==> config.mk <==
export PLATFORM = sky130hd
export DESIGN_NAME = instr_encoder_loader
export DESIGN_NICKNAME = d
export VERILOG_FILES = /design/src/rtl/riscv_pkg.sv /design/src/rtl/instr_field_packer.sv /design/src/rtl/instr_encoder_loader.sv
export SDC_FILE = /design/constraint.sdc
export NUM_CORES = 1
export LEC_CHECK = 0
export ABC_CLOCK_PERIOD_IN_PS = 5050
export CORE_MARGIN = 2
export CORE_UTILIZATION = 25
export DETAILED_ROUTE_END_ITERATION = 12
export SLEW_MARGIN = 20
export SYNTH_ARGS = -nofsm -noshare
export SYNTH_HDL_FRONTEND = slang
export SYNTH_HIERARCHICAL = 1
export SYNTH_SLANG_ARGS = --single-unit
==> constraint.sdc <==
create_clock -name clk -period 5.05 [get_ports clk]
set_clock_uncertainty 0.1 [all_clocks]
set_input_delay 1.01 -clock clk [delete_from_list [all_inputs] [get_ports clk]]
set_output_delay 1.01 -clock clk [all_outputs]
set_load 0.02 [all_outputs]
==> src/rtl/riscv_pkg.sv <==
// Shared RV32I opcode constants, loader field-format codes and loader FSM state type.
// The control decoder keys on the same opcode values.
package riscv_pkg;

   localparam logic [6:0] OPC_OP     = 7'h33;
   localparam logic [6:0] OPC_OP_IMM = 7'h13;
   localparam logic [6:0] OPC_LUI    = 7'h37;
   localparam logic [6:0] OPC_STORE  = 7'h23;
   localparam logic [6:0] OPC_LOAD   = 7'h03;
   localparam logic [6:0] OPC_JAL    = 7'h6F;
   localparam logic [6:0] OPC_BRANCH = 7'h63;

   localparam logic [2:0] F3_WORD = 3'b010;

   localparam logic [2:0] FMT_R       = 3'd0;
   localparam logic [2:0] FMT_I_LOGIC = 3'd1;
   localparam logic [2:0] FMT_LUI     = 3'd2;
   localparam logic [2:0] FMT_SW      = 3'd3;
   localparam logic [2:0] FMT_LW      = 3'd4;
   localparam logic [2:0] FMT_JAL     = 3'd5;
   localparam logic [2:0] FMT_B       = 3'd6;
   localparam logic [2:0] FMT_ILLEGAL = 3'd7;

   typedef enum logic [1:0] {
      ST_IDLE   = 2'd0,
      ST_ACCEPT = 2'd1,
      ST_WRITE  = 2'd2,
      ST_FULL   = 2'd3
   } load_state_e;

endpackage

==> src/rtl/instr_field_packer.sv <==
// Combinational packer: format code plus register/immediate fields -> one RV32I word.
// Immediate bits a format does not carry are dropped; no range or alignment checking.
module instr_field_packer
   import riscv_pkg::*;
(
   input  logic [2:0]  fmt_i,
   input  logic [4:0]  rd_i,
   input  logic [4:0]  rs1_i,
   input  logic [4:0]  rs2_i,
   input  logic [2:0]  funct3_i,
   input  logic [6:0]  funct7_i,
   input  logic [31:0] imm_i,
   output logic [31:0] word_o,
   output logic        illegal_o
);

   always_comb begin
      word_o    = 32'd0;
      illegal_o = 1'b0;
      case (fmt_i)
         FMT_R:       word_o = {funct7_i, rs2_i, rs1_i, funct3_i, rd_i, OPC_OP};
         FMT_I_LOGIC: word_o = {imm_i[11:0], rs1_i, funct3_i, rd_i, OPC_OP_IMM};
         FMT_LUI:     word_o = {imm_i[31:12], rd_i, OPC_LUI};
         FMT_SW:      word_o = {imm_i[11:5], rs2_i, rs1_i, F3_WORD, imm_i[4:0], OPC_STORE};
         FMT_LW:      word_o = {imm_i[11:0], rs1_i, F3_WORD, rd_i, OPC_LOAD};
         FMT_JAL:     word_o = {imm_i[20], imm_i[10:1], imm_i[11], imm_i[19:12], rd_i, OPC_JAL};
         FMT_B:       word_o = {imm_i[12], imm_i[10:5], rs2_i, rs1_i, funct3_i,
                                imm_i[4:1], imm_i[11], OPC_BRANCH};
         FMT_ILLEGAL: illegal_o = 1'b1;
         default:     illegal_o = 1'b1;
      endcase
   end

endmodule

==> src/rtl/instr_encoder_loader.sv <==
// Boot-time program loader: accepts field bundles, encodes them and writes consecutive
// instruction-memory words over a we/ack port until memory is full.
module instr_encoder_loader
   import riscv_pkg::*;
#(
   parameter int ADDR_WIDTH = 10,
   parameter int DATA_WIDTH = 32
) (
   input  logic                  clk,
   input  logic                  reset,
   input  logic                  start_i,
   input  logic                  in_valid_i,
   output logic                  in_ready_o,
   input  logic [2:0]            fmt_i,
   input  logic [4:0]            rd_i,
   input  logic [4:0]            rs1_i,
   input  logic [4:0]            rs2_i,
   input  logic [2:0]            funct3_i,
   input  logic [6:0]            funct7_i,
   input  logic [31:0]           imm_i,
   output logic                  mem_we_o,
   output logic [ADDR_WIDTH-1:0] mem_addr_o,
   output logic [31:0]           mem_wdata_o,
   input  logic                  mem_ack_i,
   output logic [ADDR_WIDTH:0]   word_count_o,
   output logic                  full_o,
   output logic                  err_o
);

   if (DATA_WIDTH != 32) begin : g_bad_width
      $error("instr_encoder_loader: DATA_WIDTH must be 32");
   end

   localparam logic [ADDR_WIDTH-1:0] ADDR_LAST = '1;
   localparam logic [ADDR_WIDTH-1:0] ADDR_ONE  = {{(ADDR_WIDTH-1){1'b0}}, 1'b1};
   localparam logic [ADDR_WIDTH:0]   COUNT_ONE = {{ADDR_WIDTH{1'b0}}, 1'b1};

   load_state_e           state_q, state_d;
   logic [ADDR_WIDTH-1:0] addr_q, addr_d;
   logic [ADDR_WIDTH:0]   count_q, count_d;
   logic                  err_q, err_d;
   logic [31:0]           wdata_q, wdata_d;

   logic [31:0] packed_word;
   logic        packed_illegal;

   instr_field_packer u_packer (
      .fmt_i     (fmt_i),
      .rd_i      (rd_i),
      .rs1_i     (rs1_i),
      .rs2_i     (rs2_i),
      .funct3_i  (funct3_i),
      .funct7_i  (funct7_i),
      .imm_i     (imm_i),
      .word_o    (packed_word),
      .illegal_o (packed_illegal)
   );

   always_ff @(posedge clk) begin
      if (reset) begin
         state_q <= ST_IDLE;
         addr_q  <= '0;
         count_q <= '0;
         err_q   <= 1'b0;
         wdata_q <= 32'd0;
      end else begin
         state_q <= state_d;
         addr_q  <= addr_d;
         count_q <= count_d;
         err_q   <= err_d;
         wdata_q <= wdata_d;
      end
   end

   always_comb begin
      state_d = state_q;
      addr_d  = addr_q;
      count_d = count_q;
      err_d   = err_q;
      wdata_d = wdata_q;
      case (state_q)
         ST_IDLE, ST_FULL: begin
            if (start_i) begin
               state_d = ST_ACCEPT;
               addr_d  = '0;
               count_d = '0;
               err_d   = 1'b0;
            end
         end
         ST_ACCEPT: begin
            // Start clears the session first; a same-cycle beat then lands at address 0.
            if (start_i) begin
               addr_d  = '0;
               count_d = '0;
               err_d   = 1'b0;
            end
            if (in_valid_i) begin
               if (packed_illegal) begin
                  err_d = 1'b1;
               end else begin
                  wdata_d = packed_word;
                  state_d = ST_WRITE;
               end
            end
         end
         ST_WRITE: begin
            if (mem_ack_i) begin
               count_d = count_q + COUNT_ONE;
               if (addr_q == ADDR_LAST) begin
                  state_d = ST_FULL;
               end else begin
                  addr_d  = addr_q + ADDR_ONE;
                  state_d = ST_ACCEPT;
               end
            end
         end
         default: state_d = ST_IDLE;
      endcase
   end

   assign in_ready_o   = (state_q == ST_ACCEPT);
   assign mem_we_o     = (state_q == ST_WRITE);
   assign full_o       = (state_q == ST_FULL);
   assign mem_addr_o   = addr_q;
   assign mem_wdata_o  = wdata_q;
   assign word_count_o = count_q;
   assign err_o        = err_q;

endmodule

==> results.md <==
- Worst-margin pin slew: 0.684 ns
- Critical path peak fanout: 39
- Worst Setup SP: fmt_i[2]
- Clk buf depth: 2
- TNS Setup: 0 ns
- Worst-skew pair later-pin latency: 0.29 ns
- Maximum vdd drop: 0.000134 V
- Post-Synthesis Cells: 435
- Crit path time final: 3.37 ns
- Die width: ~120 microns
- Number of flops mapped to enable cells by yosys: 0
- Detailed placement HPWL: 7.80 mm
- Unrepaired setup endpoints after global routing: false
- Num CTS Buffers: 5
- Fmax: 297 MHz
- Final setup fails: 0
- # resized after CTS: 0
- Critical path class: input pin to flop
- Htree depth: 2
- CTS tree: done
- GR Util All Layers: 14.0%
- Via count: about 3500
- Max-cap violation count: 0
- Top post-synthesis cells by count: 95 x nand2_1, 56 x dfxtp_1, 53 x a21oi_1, 17 x nor2_1
- Die height: 121 microns
- FFs w/ async S/R, synth: 0%
- Yosys Warn Count: 6
- DR DRC count: 0
- Final Power: about 1.2 mW
- Worst setup SP type: input pin
- Synthesized net count: 507
- Synth cell types: 58
- CP required: 5.17 ns
- Utilization after layout: 36.4%
- Period utilization: 66.7%
- I/O Buffers: approximately 120
- Status: completed
- Via density: 4.98
- Final WL: 10.4 mm
- Sequential share of the synthesized area: 33.0%
- Area of the mapped netlist: 3400 sq um
- Synthesis-stage register bit count: 56
- Sequential Power Share: 41.6%
- Combinational share of power: 27.7%
- Reg clk slew, reported paths: 0.07 ns
- # IOs: 122
- R2r startpoint: state_q[0]$_SDFFE_PP0P_
- Vias in the first global route: 3437
- Max-Slew Margin vs Limit: 54.3%
- Area grow syn2layout: 42.0%
- Sw Pwr: 0.362 mW
- Root Buffer: clkbuf_16
- Dominant synthesized flop cell: dfxtp_1
- Hold Slack: between 0.3 and 0.4 ns
- Final hold vios: 0
- Sw Ratio: 31.1%
- Drt first pass iters: 4
- Nets: 605
- Pint: between 0.8 and 0.9 mW
- Post-route ant nets: 0
- Sink Count: 56
- Site row count: 42
- Synth area leader: dfxtp_1
- Core Area: around 13000 sq um
- Largest net degree at the start of global routing: between 40 and 50
- Power per cell area: 241 nW/um^2
- Final worst slack: 1.68 ns
- Final GP Congestion: 0.859
- Iter 0 DRT Violations: around 180
- # hold bufs at CTS: 0
- Area contributors post-synth: dfxtp_1 33%, nand2_1 11%, a21oi_1 7.8%
- Post-CTS Setup Inserts: 0
- Syn_area_per_cell: 7.81 sq um
- Max-slew violations: 0
- CP endpoint kind: flop
- Share of cells above drive strength 1: 6.74%
- First-pass GRT wire length: between 15 and 20 mm
- Initial core utilization: approximately 26%
- HP Class: flop to flop
- Diode count: 0
- Yosys top cell area share: 33.0%
- Total gr overflow: 0
- Most instantiated library cell after synthesis: nand2_1
- Clock network power share: 30.8%
- Routed len/inst: 14.6 microns
- Die area: around 15000 sq um
- Worst Min Path Start: mem_wdata_o[9]$_SDFFE_PP0P_
- WP data arrival: approximately 3.5 ns
- Initial antenna violation count: 0
- Leak: 1.63 nW
- DP Worst Slack: 1.29 ns
cells in the final DEF, fill, tap and decap left out, types with 8 or more instances in the layout:
master / count
nor2_1: 16
clkdlybuf4s50_1: 121
inv_1: 15
nand2_1: 95
xor2_1: 8
o21ai_0: 15
a21oi_1: 53
nand3_1: 8
dfxtp_1: 56
a221oi_1: 16
a22oi_1: 8
final timing paths:
| check | end | slack, ns | cells past startpoint |
|---|---|---|---|
| setup / recovery | mem_wdata_o[24]$_SDFFE_PP0P_ | 1.68 | 7 |
| hold / removal | mem_wdata_o[9]$_SDFFE_PP0P_ | 0.36 | 2 |
| setup reg to reg | mem_addr_o[7]$_SDFFE_PP0P_ | 2.63 | 6 |
| hold reg to reg | mem_wdata_o[9]$_SDFFE_PP0P_ | 0.36 | 2 |
worst max-delay path, cell delays in order:
cell and delay (ns):
clkdlybuf4s50_1 0.46, buf_4 0.35, inv_1 0.32, nor3_2 0.48, or2_2 0.58, nand2_1 0.11, a21oi_1 0.17
final cells by class:
cell class | instances | area [sq um]
clock buffers | 5 | 125
flip-flops and latches | 56 | 1120
inverters | 16 | 60.1
repair buffers | 125 | 1240
multi-input cells | 329 | 2030
clock inverters | 3 | 27.5
fillers | 1379 | 8420
well taps | 176 | 220
per-layer routing:
metal	part of all wire [%]	GRT usage, %
met2	49	24.0
met4	2.2	3.92
met5	0	0
met1	45	18.1
met3	4.3	2.31
metrics by stage:
step | instance area (sq um) | std cells
2_1_floorplan | 3400 | 435
5_1_grt | 4820 | 710
4_1_cts | 4820 | 710
3_3_place_gp | 4670 | 702
3_5_place_dp | 4670 | 702
6_report | 4820 | 710
cells by family (layout without fill, tap and decap cells):
family	count (synthesis)	count (layout)	synth area share, %
buffers and inverters	50	149	7.48
DFF	56	56	33.0
xor gates and xnor gates	8	8	2.06
and+or+nand+nor	178	178	26.1
AOI/OAI and AO/OA	123	123	24.5
muxes	13	13	4.24
adders and majority gates	7	7	2.58
sequential cells by signal, summed over array words and instances (netlist names):
name and flops:
err_o 1, state_q 2, mem_addr_o 10, word_count_o 11, mem_wdata_o 32
power by group through the flow:
| stage | Combinational (mW) | Clock (mW) | Sequential [mW] |
|---|---|---|---|
| 2_1_floorplan | 0.163 | 0 | 0.515 |
| 3_3_place_gp | 0.315 | 0 | 0.494 |
| 3_5_place_dp | 0.322 | 0 | 0.495 |
| 4_1_cts | 0.323 | 0.368 | 0.485 |
| 5_1_grt | 0.351 | 0.385 | 0.488 |
| 6_report | 0.322 | 0.359 | 0.484 |
No activity file was read; power rests on OpenSTA's default activity.
